## config.mk

```make
export PLATFORM = sky130hd
export DESIGN_NAME = bcd_step_register
export DESIGN_NICKNAME = d
export VERILOG_FILES = /design/src/rtl/bcd_step_pkg.sv /design/src/rtl/bcd_step_digit.sv /design/src/rtl/bcd_step_register.sv
export SDC_FILE = /design/constraint.sdc
export NUM_CORES = 1
export LEC_CHECK = 0
export ABC_AREA = 1
export ABC_CLOCK_PERIOD_IN_PS = 2600
export CAP_MARGIN = 25
export CORE_MARGIN = 1
export CORE_UTILIZATION = 40
export CTS_CLUSTER_DIAMETER = 120
export DETAILED_ROUTE_END_ITERATION = 7
export PLACE_DENSITY = 0.64
export SETUP_SLACK_MARGIN = 0.5
export SYNTH_ARGS = -nofsm -noshare
export SYNTH_HDL_FRONTEND = slang
export SYNTH_SLANG_ARGS = --single-unit
```

## constraint.sdc

```tcl
create_clock -name clk -period 2.6 [get_ports clk]
set_input_delay 0.52 -clock clk [delete_from_list [all_inputs] [get_ports clk]]
set_output_delay 0.52 -clock clk [all_outputs]
set_load 0.01 [all_outputs]
```

## src/rtl/bcd_step_pkg.sv

```systemverilog
// Shared types and the single-digit BCD step helper for bcd_step_register.
package bcd_step_pkg;

    typedef enum logic [1:0] {
        S_IDLE   = 2'd0,
        S_STEP   = 2'd1,
        S_CARRY  = 2'd2,
        S_COMMIT = 2'd3
    } state_t;

    localparam logic [3:0] BCD_MAX = 4'd9;
    localparam int         BCD_W   = 4;

    // Adds or subtracts k (0..9) on one BCD digit; returns {carry_or_borrow, digit}.
    // A non-BCD input digit is read as 9 going up and as 0 going down, so the
    // result is always a valid BCD digit.
    function automatic logic [4:0] bcd_digit_step(input logic [3:0] d,
                                                  input logic [3:0] k,
                                                  input logic       up);
        logic [3:0] dd;
        logic [4:0] sum;
        logic [4:0] res;
        if (up) begin
            dd  = (d > BCD_MAX) ? BCD_MAX : d;
            sum = {1'b0, dd} + {1'b0, k};
            if (sum > 5'd9) begin
                res = {1'b1, 4'(sum - 5'd10)};
            end else begin
                res = {1'b0, sum[3:0]};
            end
        end else begin
            dd = (d > BCD_MAX) ? 4'd0 : d;
            if (dd >= k) begin
                res = {1'b0, dd - k};
            end else begin
                // dd < k <= 9, so dd + 10 - k lands in 1..9 even with 4-bit wrap
                res = {1'b1, dd + 4'd10 - k};
            end
        end
        return res;
    endfunction

endpackage

```

## src/rtl/bcd_step_digit.sv

```systemverilog
// Combinational +/-k on a single BCD digit with carry/borrow out.
module bcd_step_digit
    import bcd_step_pkg::*;
(
    input  logic [3:0] i_digit,
    input  logic [3:0] i_k,
    input  logic       i_up,
    output logic [3:0] o_digit,
    output logic       o_carry
);

    logic [4:0] w_res;

    assign w_res   = bcd_digit_step(i_digit, i_k, i_up);
    assign o_digit = w_res[3:0];
    assign o_carry = w_res[4];

endmodule

```

## src/rtl/bcd_step_register.sv

```systemverilog
// Multi-digit BCD accumulator: applies +/-STEP to digit 0, ripples the carry
// one digit per cycle, then commits the whole value at once.
// Build option: define BCD_STEP_SATURATE_EN to reject wrapping operations
// (value held, overflow/underflow still pulses) instead of wrapping modulo 10^NDIGITS.
module bcd_step_register
    import bcd_step_pkg::*;
#(
    parameter int NDIGITS = 4,
    parameter int STEP    = 2
) (
    input  logic                   clk,
    input  logic                   rst,
    input  logic                   add,
    input  logic                   sub,
    output logic                   ready,
    output logic [4*NDIGITS-1:0]   digits,
    output logic [4*NDIGITS-1:0]   digits_n,
    output logic                   overflow,
    output logic                   underflow
);

    localparam int             IDX_W    = (NDIGITS > 1) ? $clog2(NDIGITS) : 1;
    localparam logic [IDX_W-1:0] LAST_IDX = IDX_W'(NDIGITS - 1);
    localparam logic [3:0]     STEP_K   = 4'(STEP);

    state_t           r_state;
    logic [3:0]       r_digits [NDIGITS];
    logic [3:0]       r_work   [NDIGITS];
    logic             r_dir;
    logic             r_wrap;
    logic             r_ready;
    logic             r_overflow;
    logic             r_underflow;
    logic [IDX_W-1:0] r_idx;

    logic [3:0]             w_k;
    logic [3:0]             w_cur;
    logic [3:0]             w_new;
    logic                   w_carry;
    logic [4*NDIGITS-1:0]   w_digits_flat;
    logic                   w_show;

    // One digit adder serves both paths: k=STEP on digit 0, k=1 while rippling.
    assign w_k   = (r_state == S_STEP) ? STEP_K : 4'd1;
    assign w_cur = r_work[r_idx];

    bcd_step_digit u_digit (
        .i_digit (w_cur),
        .i_k     (w_k),
        .i_up    (r_dir),
        .o_digit (w_new),
        .o_carry (w_carry)
    );

    generate
        for (genvar gi = 0; gi < NDIGITS; gi++) begin : g_flat
            assign w_digits_flat[gi*BCD_W +: BCD_W] = r_digits[gi];
        end
    endgenerate

    // Inverse is blanked only when idle at zero.
    assign w_show    = (r_state != S_IDLE) || (|w_digits_flat);
    assign digits    = w_digits_flat;
    assign digits_n  = w_show ? ~w_digits_flat : '0;
    assign ready     = r_ready;
    assign overflow  = r_overflow;
    assign underflow = r_underflow;

    // Step/ripple/commit controller; committed digits change only in COMMIT.
    always_ff @(posedge clk) begin
        if (rst) begin
            r_state     <= S_IDLE;
            r_dir       <= 1'b0;
            r_wrap      <= 1'b0;
            r_ready     <= 1'b1;
            r_overflow  <= 1'b0;
            r_underflow <= 1'b0;
            r_idx       <= '0;
            for (int i = 0; i < NDIGITS; i++) begin
                r_digits[i] <= 4'd0;
                r_work[i]   <= 4'd0;
            end
        end else begin
            r_overflow  <= 1'b0;
            r_underflow <= 1'b0;
            case (r_state)
                S_IDLE: begin
                    if (add ^ sub) begin
                        r_dir   <= add;
                        r_wrap  <= 1'b0;
                        r_idx   <= '0;
                        r_ready <= 1'b0;
                        for (int i = 0; i < NDIGITS; i++) begin
                            r_work[i] <= r_digits[i];
                        end
                        r_state <= S_STEP;
                    end
                end
                S_STEP: begin
                    r_work[0] <= w_new;
                    if (!w_carry) begin
                        r_state <= S_COMMIT;
                    end else if (NDIGITS == 1) begin
                        r_wrap  <= 1'b1;
                        r_state <= S_COMMIT;
                    end else begin
                        r_idx   <= IDX_W'(1);
                        r_state <= S_CARRY;
                    end
                end
                S_CARRY: begin
                    r_work[r_idx] <= w_new;
                    if (!w_carry) begin
                        r_state <= S_COMMIT;
                    end else if (r_idx == LAST_IDX) begin
                        r_wrap  <= 1'b1;
                        r_state <= S_COMMIT;
                    end else begin
                        r_idx <= r_idx + 1'b1;
                    end
                end
                S_COMMIT: begin
`ifdef BCD_STEP_SATURATE_EN
                    if (!r_wrap) begin
                        for (int i = 0; i < NDIGITS; i++) begin
                            r_digits[i] <= r_work[i];
                        end
                    end
`else
                    for (int i = 0; i < NDIGITS; i++) begin
                        r_digits[i] <= r_work[i];
                    end
`endif
                    r_overflow  <= r_wrap & r_dir;
                    r_underflow <= r_wrap & ~r_dir;
                    r_ready     <= 1'b1;
                    r_state     <= S_IDLE;
                end
                default: begin
                    r_state <= S_IDLE;
                    r_ready <= 1'b1;
                end
            endcase
        end
    end

endmodule

```

== Yosys cells after proc, flatten, opt, wreduce, memory -nomap -nowiden ==
Memories as Yosys holds them, arrays and structs flattened. A register that Yosys moved wholly into a read port is not among the register bits.
Cells that the tools add are included.

* Equal/unequal tests: 10
* Reduce and logical (&&, ||, !) cells: 14
* Bitwise operators: 15
* $add $sub $neg: 6
* Mux-type cells: 51
* Order comparisons: 3

{| class="wikitable"
|+ Operators with widths
! cell !! number
|-
| 4-bit two-way mux || 12
|-
| 2-bit two-way mux || 11
|-
| 1-bit two-way mux || 20
|-
| 16-bit two-way mux || 1
|-
| 16-bit inverter || 1
|-
| 16-bit OR reduction || 1
|-
| 5-bit two-way mux || 3
|-
| 1-bit OR || 9
|-
| 2-bit one-hot mux with 4 select lines || 1
|-
| 4-bit by 2-bit subtractor with 4-bit output || 2
|-
| 2-bit == test (second input constant) || 3
|-
| 2-bit inequality test (second input constant) || 3
|-
| 2-bit one-hot mux with 3 select lines || 1
|-
| 2-bit AND reduction || 3
|-
| 2-bit nonzero test || 3
|-
| 4-bit by 2-bit adder with 5-bit output || 1
|-
| 5-bit by 4-bit greater-than comparator with 1-bit output (second input constant) || 1
|-
| 5-bit AND reduction || 1
|-
| 4-bit adder (second input constant) || 1
|-
| 4-bit by 2-bit greater-or-equal comparator with 1-bit output || 1
|-
| 4-bit greater-than comparator (second input constant) || 1
|-
| 2-bit by 1-bit inequality test with 1-bit output (second input constant) || 2
|-
| 1-bit one-hot mux with 2 select lines || 2
|-
| 4-bit AND reduction || 1
|-
| 12 further kinds || 14
|}

* Word-level logic and storage cells: 108
* Bits in writable memories: 32
* Register bits after elaboration: 9
* Memories: 2
* Output and inout port bits: 35
* Bits of input ports: 4

{| class="wikitable"
|+ Memories
! memory !! depth !! bits a word !! rd ports !! clocked after memory_dff !! wr ports !! RTL line !! RTL
|-
| r_digits || 4 || 4 || 4 || 0 || 4 || bcd_step_register.sv:27 || <nowiki>logic [3:0] r_digits [NDIGITS];</nowiki>
|-
| r_work || 4 || 4 || 5 || 1 || 4 || bcd_step_register.sv:28 || <nowiki>logic [3:0] r_work [NDIGITS];</nowiki>
|}

== Longest topological paths before layout ==
* Depth in word-level cells: 10
* Gate-level depth with buffers: 22

== Hierarchy ==
A second synthesis with hierarchy kept.

* Cells, all modules: 361
* Area total of the unflattened synthesis: 3078.0 um^2

{| class="wikitable"
|+ Modules (own cells, without submodules)
! module !! area each (um^2) !! instances !! cells each
|-
| bcd_step_register || 2429.8 || 1 || 261
|-
| bcd_step_digit || 648.1 || 1 || 100
|}

== Least setup slack after synthesis ==
Ideal clock, no wire load.

* Path kind: register to register
* Start: register r_state[1]
* End: memory r_work[1][2] (data pin)
* Setup time: 0.259 ns
* Data arrival time: 2.653 ns
* Required time: 2.341 ns
* Clock period less this slack: 2.912 ns
* Path slack: -0.312 ns
* Buffers on the path: 0
* Stages on the path, launching flop included: 16
* Path through: dfxtp_1 -> inv_1 -> ha_1 -> inv_1 -> ha_1 -> fa_1 -> inv_1 -> nand3_2 -> nand2_1 -> inv_1 -> ha_1 -> nand2_1 -> a21boi_4 -> o21ai_1 -> o21ai_2 -> o21ai_1

{| class="wikitable"
|+ RTL lines
! element !! RTL line !! RTL
|-
| start: declaration || bcd_step_register.sv:26 || <nowiki>state_t r_state;</nowiki>
|-
| start signal: assignment || bcd_step_register.sv:72 || <nowiki>r_state <= S_IDLE;</nowiki>
|-
| start signal: assignment || bcd_step_register.sv:96 || <nowiki>r_state <= S_STEP;</nowiki>
|-
| start signal: assignment || bcd_step_register.sv:102 || <nowiki>r_state <= S_COMMIT;</nowiki>
|-
| end: declaration || bcd_step_register.sv:28 ||
|}

==> metrics <==
Clk pin slew, worst setup/hold paths about 90 ps; Initial DRT Pass Iterations 8; post-route design area about 0.0041 mm2; routed len/inst 14.6 um; max cap viols 0; core area roughly 0.0065 mm2; total track usage 0.222; Ports 39; Fin. Hold Viols 0; Async SR Flop Fraction 0; Crit Path Class reg -> reg; Final Max Tran Viols 0; placed cell areas between 0.003 and 0.004 mm2; clock network power share 0.088; NumNets Final between 400 and 500; total gr overflow 0; crit end category flop; GPL Wtd Cong about 0.87; Sequential Power Share 0.203; chip width approximately 85 um; P_sw around 2400 uW; ant diodes 0; layout cells sized above 1 0.386; Fmax about 330 MHz; Post-Syn Area between 0.002 and 0.003 mm2; CP Data Required Time about 2700 ps; combinational power share 0.709; Setup Slack @ Placement -416 ps; slowest stage cell, crit path edfxtp_1; failing checks DRC, setup timing; Post-Layout Cell Count ~520; Hold WC Path Type reg -> reg; syn nets 356; CTS root buf clkbuf_8; leakage power between 0.0015 and 0.002 uW; crit-path max FO 5; Post-synth top flop edfxtp_1; chip height approximately 85 um; later-pin clock latency in the skew report 300 ps; Die Footprint roughly 0.0072 mm2; crit path buf inv count 2; hpwl dp about 5600 um; deepest level of the CTS H-tree 2; clk_skew ~5 ps; Max-Slew Margin vs Limit 0.649; most frequent cells in the layout buf_4 (59), nand2_1 (55), inv_1 (47); Final Cycle Share 1.16; status finished, violations left; post-synthesis sequential area ratio 0.429; Final min period approximately 3000 ps; port buffer count 38; starting density of the core 0.424; placed instance count 494; hold_buf cts 0; antenna violations before repair 0; syn avg cell area 8.29 um2; RSZ-0062 raised after global routing true; CTS tree done; switching share of power 0.464; slowest stage delay, CP 450 ps; Yosys warnings 0; DRT Wirelength approximately 7700 um; Final Worst Setup Slack -407 ps; FF+latch count, synth 43; area used by multi-input combinational logic between 0.0015 and 0.002 mm2; most common cell after layout, fill and taps aside buf_4; final setup fails 25; Int Pwr around 2800 uW; synthesis-to-layout area growth 50.6%; power density over the cells 1260 mW/mm2; crit path DAT 3070 ps; DRC viols 3; worst path cell trace nand2_2, o211ai_1, o21ai_1, nand3_1, nand2_1, nand2_1, ha_2, fa_2, inv_2, nand3_2, nand2_2, inv_2, ha_4, nand2_2, a21boi_4, o21ai_2, o21ai_4, o21ai_1; CP startpoint kind flop; CTS sink cnt 43; register area 0.00119 mm2; Yosys cell types 37; worst-margin pin slew roughly 520 ps; post-route ant nets 0; number of vias per cell approximately 5; global-route wire length before repair approximately 12,000 um; vias 2,637; num rows 29; Post-synth EDFFs 32; Largest delay share family, worst path compound AO/OA/AOI/OAI gates; Longest Clk Path Bufs 2; Cells after Synth between 300 and 400; most used cell, CP nand2_2; vias in the first global route 2,561; DRT iter0 DRCs between 150 and 200; fill cell count about 520; Core Util, Final 0.638; largest net degree at the start of global routing 17; TritonCTS buffer count 5; maximum vdd drop 0.891 mV
[area by class of cell]
cell class                      count  area share
Clock buffer                        5      0.0166
Clock inverter                      3     0.00573
Inverter                           54      0.0495
Multi-Input combinational cell    230       0.377
Sequential cell                    43       0.286
Tap cell                           77      0.0232
Timing Repair Buffer              111       0.242
[cells in the mapped netlist (2+ instances only)]
cell type | n | area [um2]
ha_1 | 17 | 213
a21o_1 | 2 | 15.0
nand2_4 | 5 | 56.3
xor2_1 | 2 | 17.5
fa_1 | 3 | 60.1
nor4_1 | 3 | 18.8
nand3_2 | 5 | 50.1
dfxtp_1 | 11 | 220
a21oi_1 | 10 | 50.1
inv_1 | 52 | 195
o21ai_2 | 2 | 17.5
nor3_1 | 3 | 15.0
clkbuf_1 | 2 | 7.51
nand3_1 | 20 | 100
o21ai_1 | 10 | 50.1
buf_2 | 2 | 10.0
edfxtp_1 | 32 | 961
nor2_1 | 53 | 199
nand3_4 | 2 | 35.0
o21ai_0 | 12 | 60.1
nand2_1 | 62 | 233
nand2_2 | 5 | 31.3
o211ai_1 | 3 | 22.5
[state kept, by name (all words and copies together) (netlist names), 2 cells and up, named ones only]
| name | flops |
|---|---|
| r_digits | 16 |
| r_idx | 2 |
| r_state | 2 |
| r_work | 16 |
[logic make-up after synthesis]
| family | count (synthesis) | synth area share |
|---|---|---|
| AOI/OAI and AO/OA | 45 | 0.101 |
| xor gates and xnor gates | 3 | 0.00955 |
| adders and majority gates | 20 | 0.0991 |
| buffers and inverters | 59 | 0.0841 |
| DFF | 43 | 0.429 |
| and+or+nand+nor | 162 | 0.277 |
[repair_timing]
action | in CTS | in global routing
pin swaps | 23 | 18
setup endpoints to repair | 35 | 39
setup buffers | 12 | 8
gates resized for setup | 93 | 53
gates cloned | 1 | 0
[metrics by stage]
step	total power (uW)	TNS (ps)	hold WS [ps]
after floorplan	3000	-2760	447
after global placement	4170	-5460	470
after detailed placement	4230	-6560	471
after CTS	4890	-5400	483
after global routing	5630	-10000	505
final	5200	-5850	482
[power by group through the flow]
stage	sequential [uW]	combinational (uW)	clock, uW
floorplan	1040	1960	0
global placement	1060	3120	0
detailed placement	1060	3170	0
CTS	1050	3380	463
global route	1070	4070	485
finish	1060	3690	456
[tightest hold or removal path, stage by stage (launching register included)]
cell     delay, ps
dfxtp_1        300
inv_1           80
nor3_1          60
[layer usage]
layer	share of wire	track usage	up-vias
met1	0.44	0.303	1244
met5	0	0	-
met2	0.49	0.373	77
met3	0.060	0.0311	6
li1	-	-	1310
met4	0.0091	0.0524	0
[final timing paths]
check,startpoint,to,slack (ps),depth (start not counted)
worst max-delay path,r_work[1][1],r_work[0][2],-410,18
worst min-delay path,r_wrap,underflow,480,2
worst max register to register,r_work[1][1],r_work[0][2],-410,18
worst min register to register,r_wrap,underflow,480,2
(Power assumes the default switching activity.)
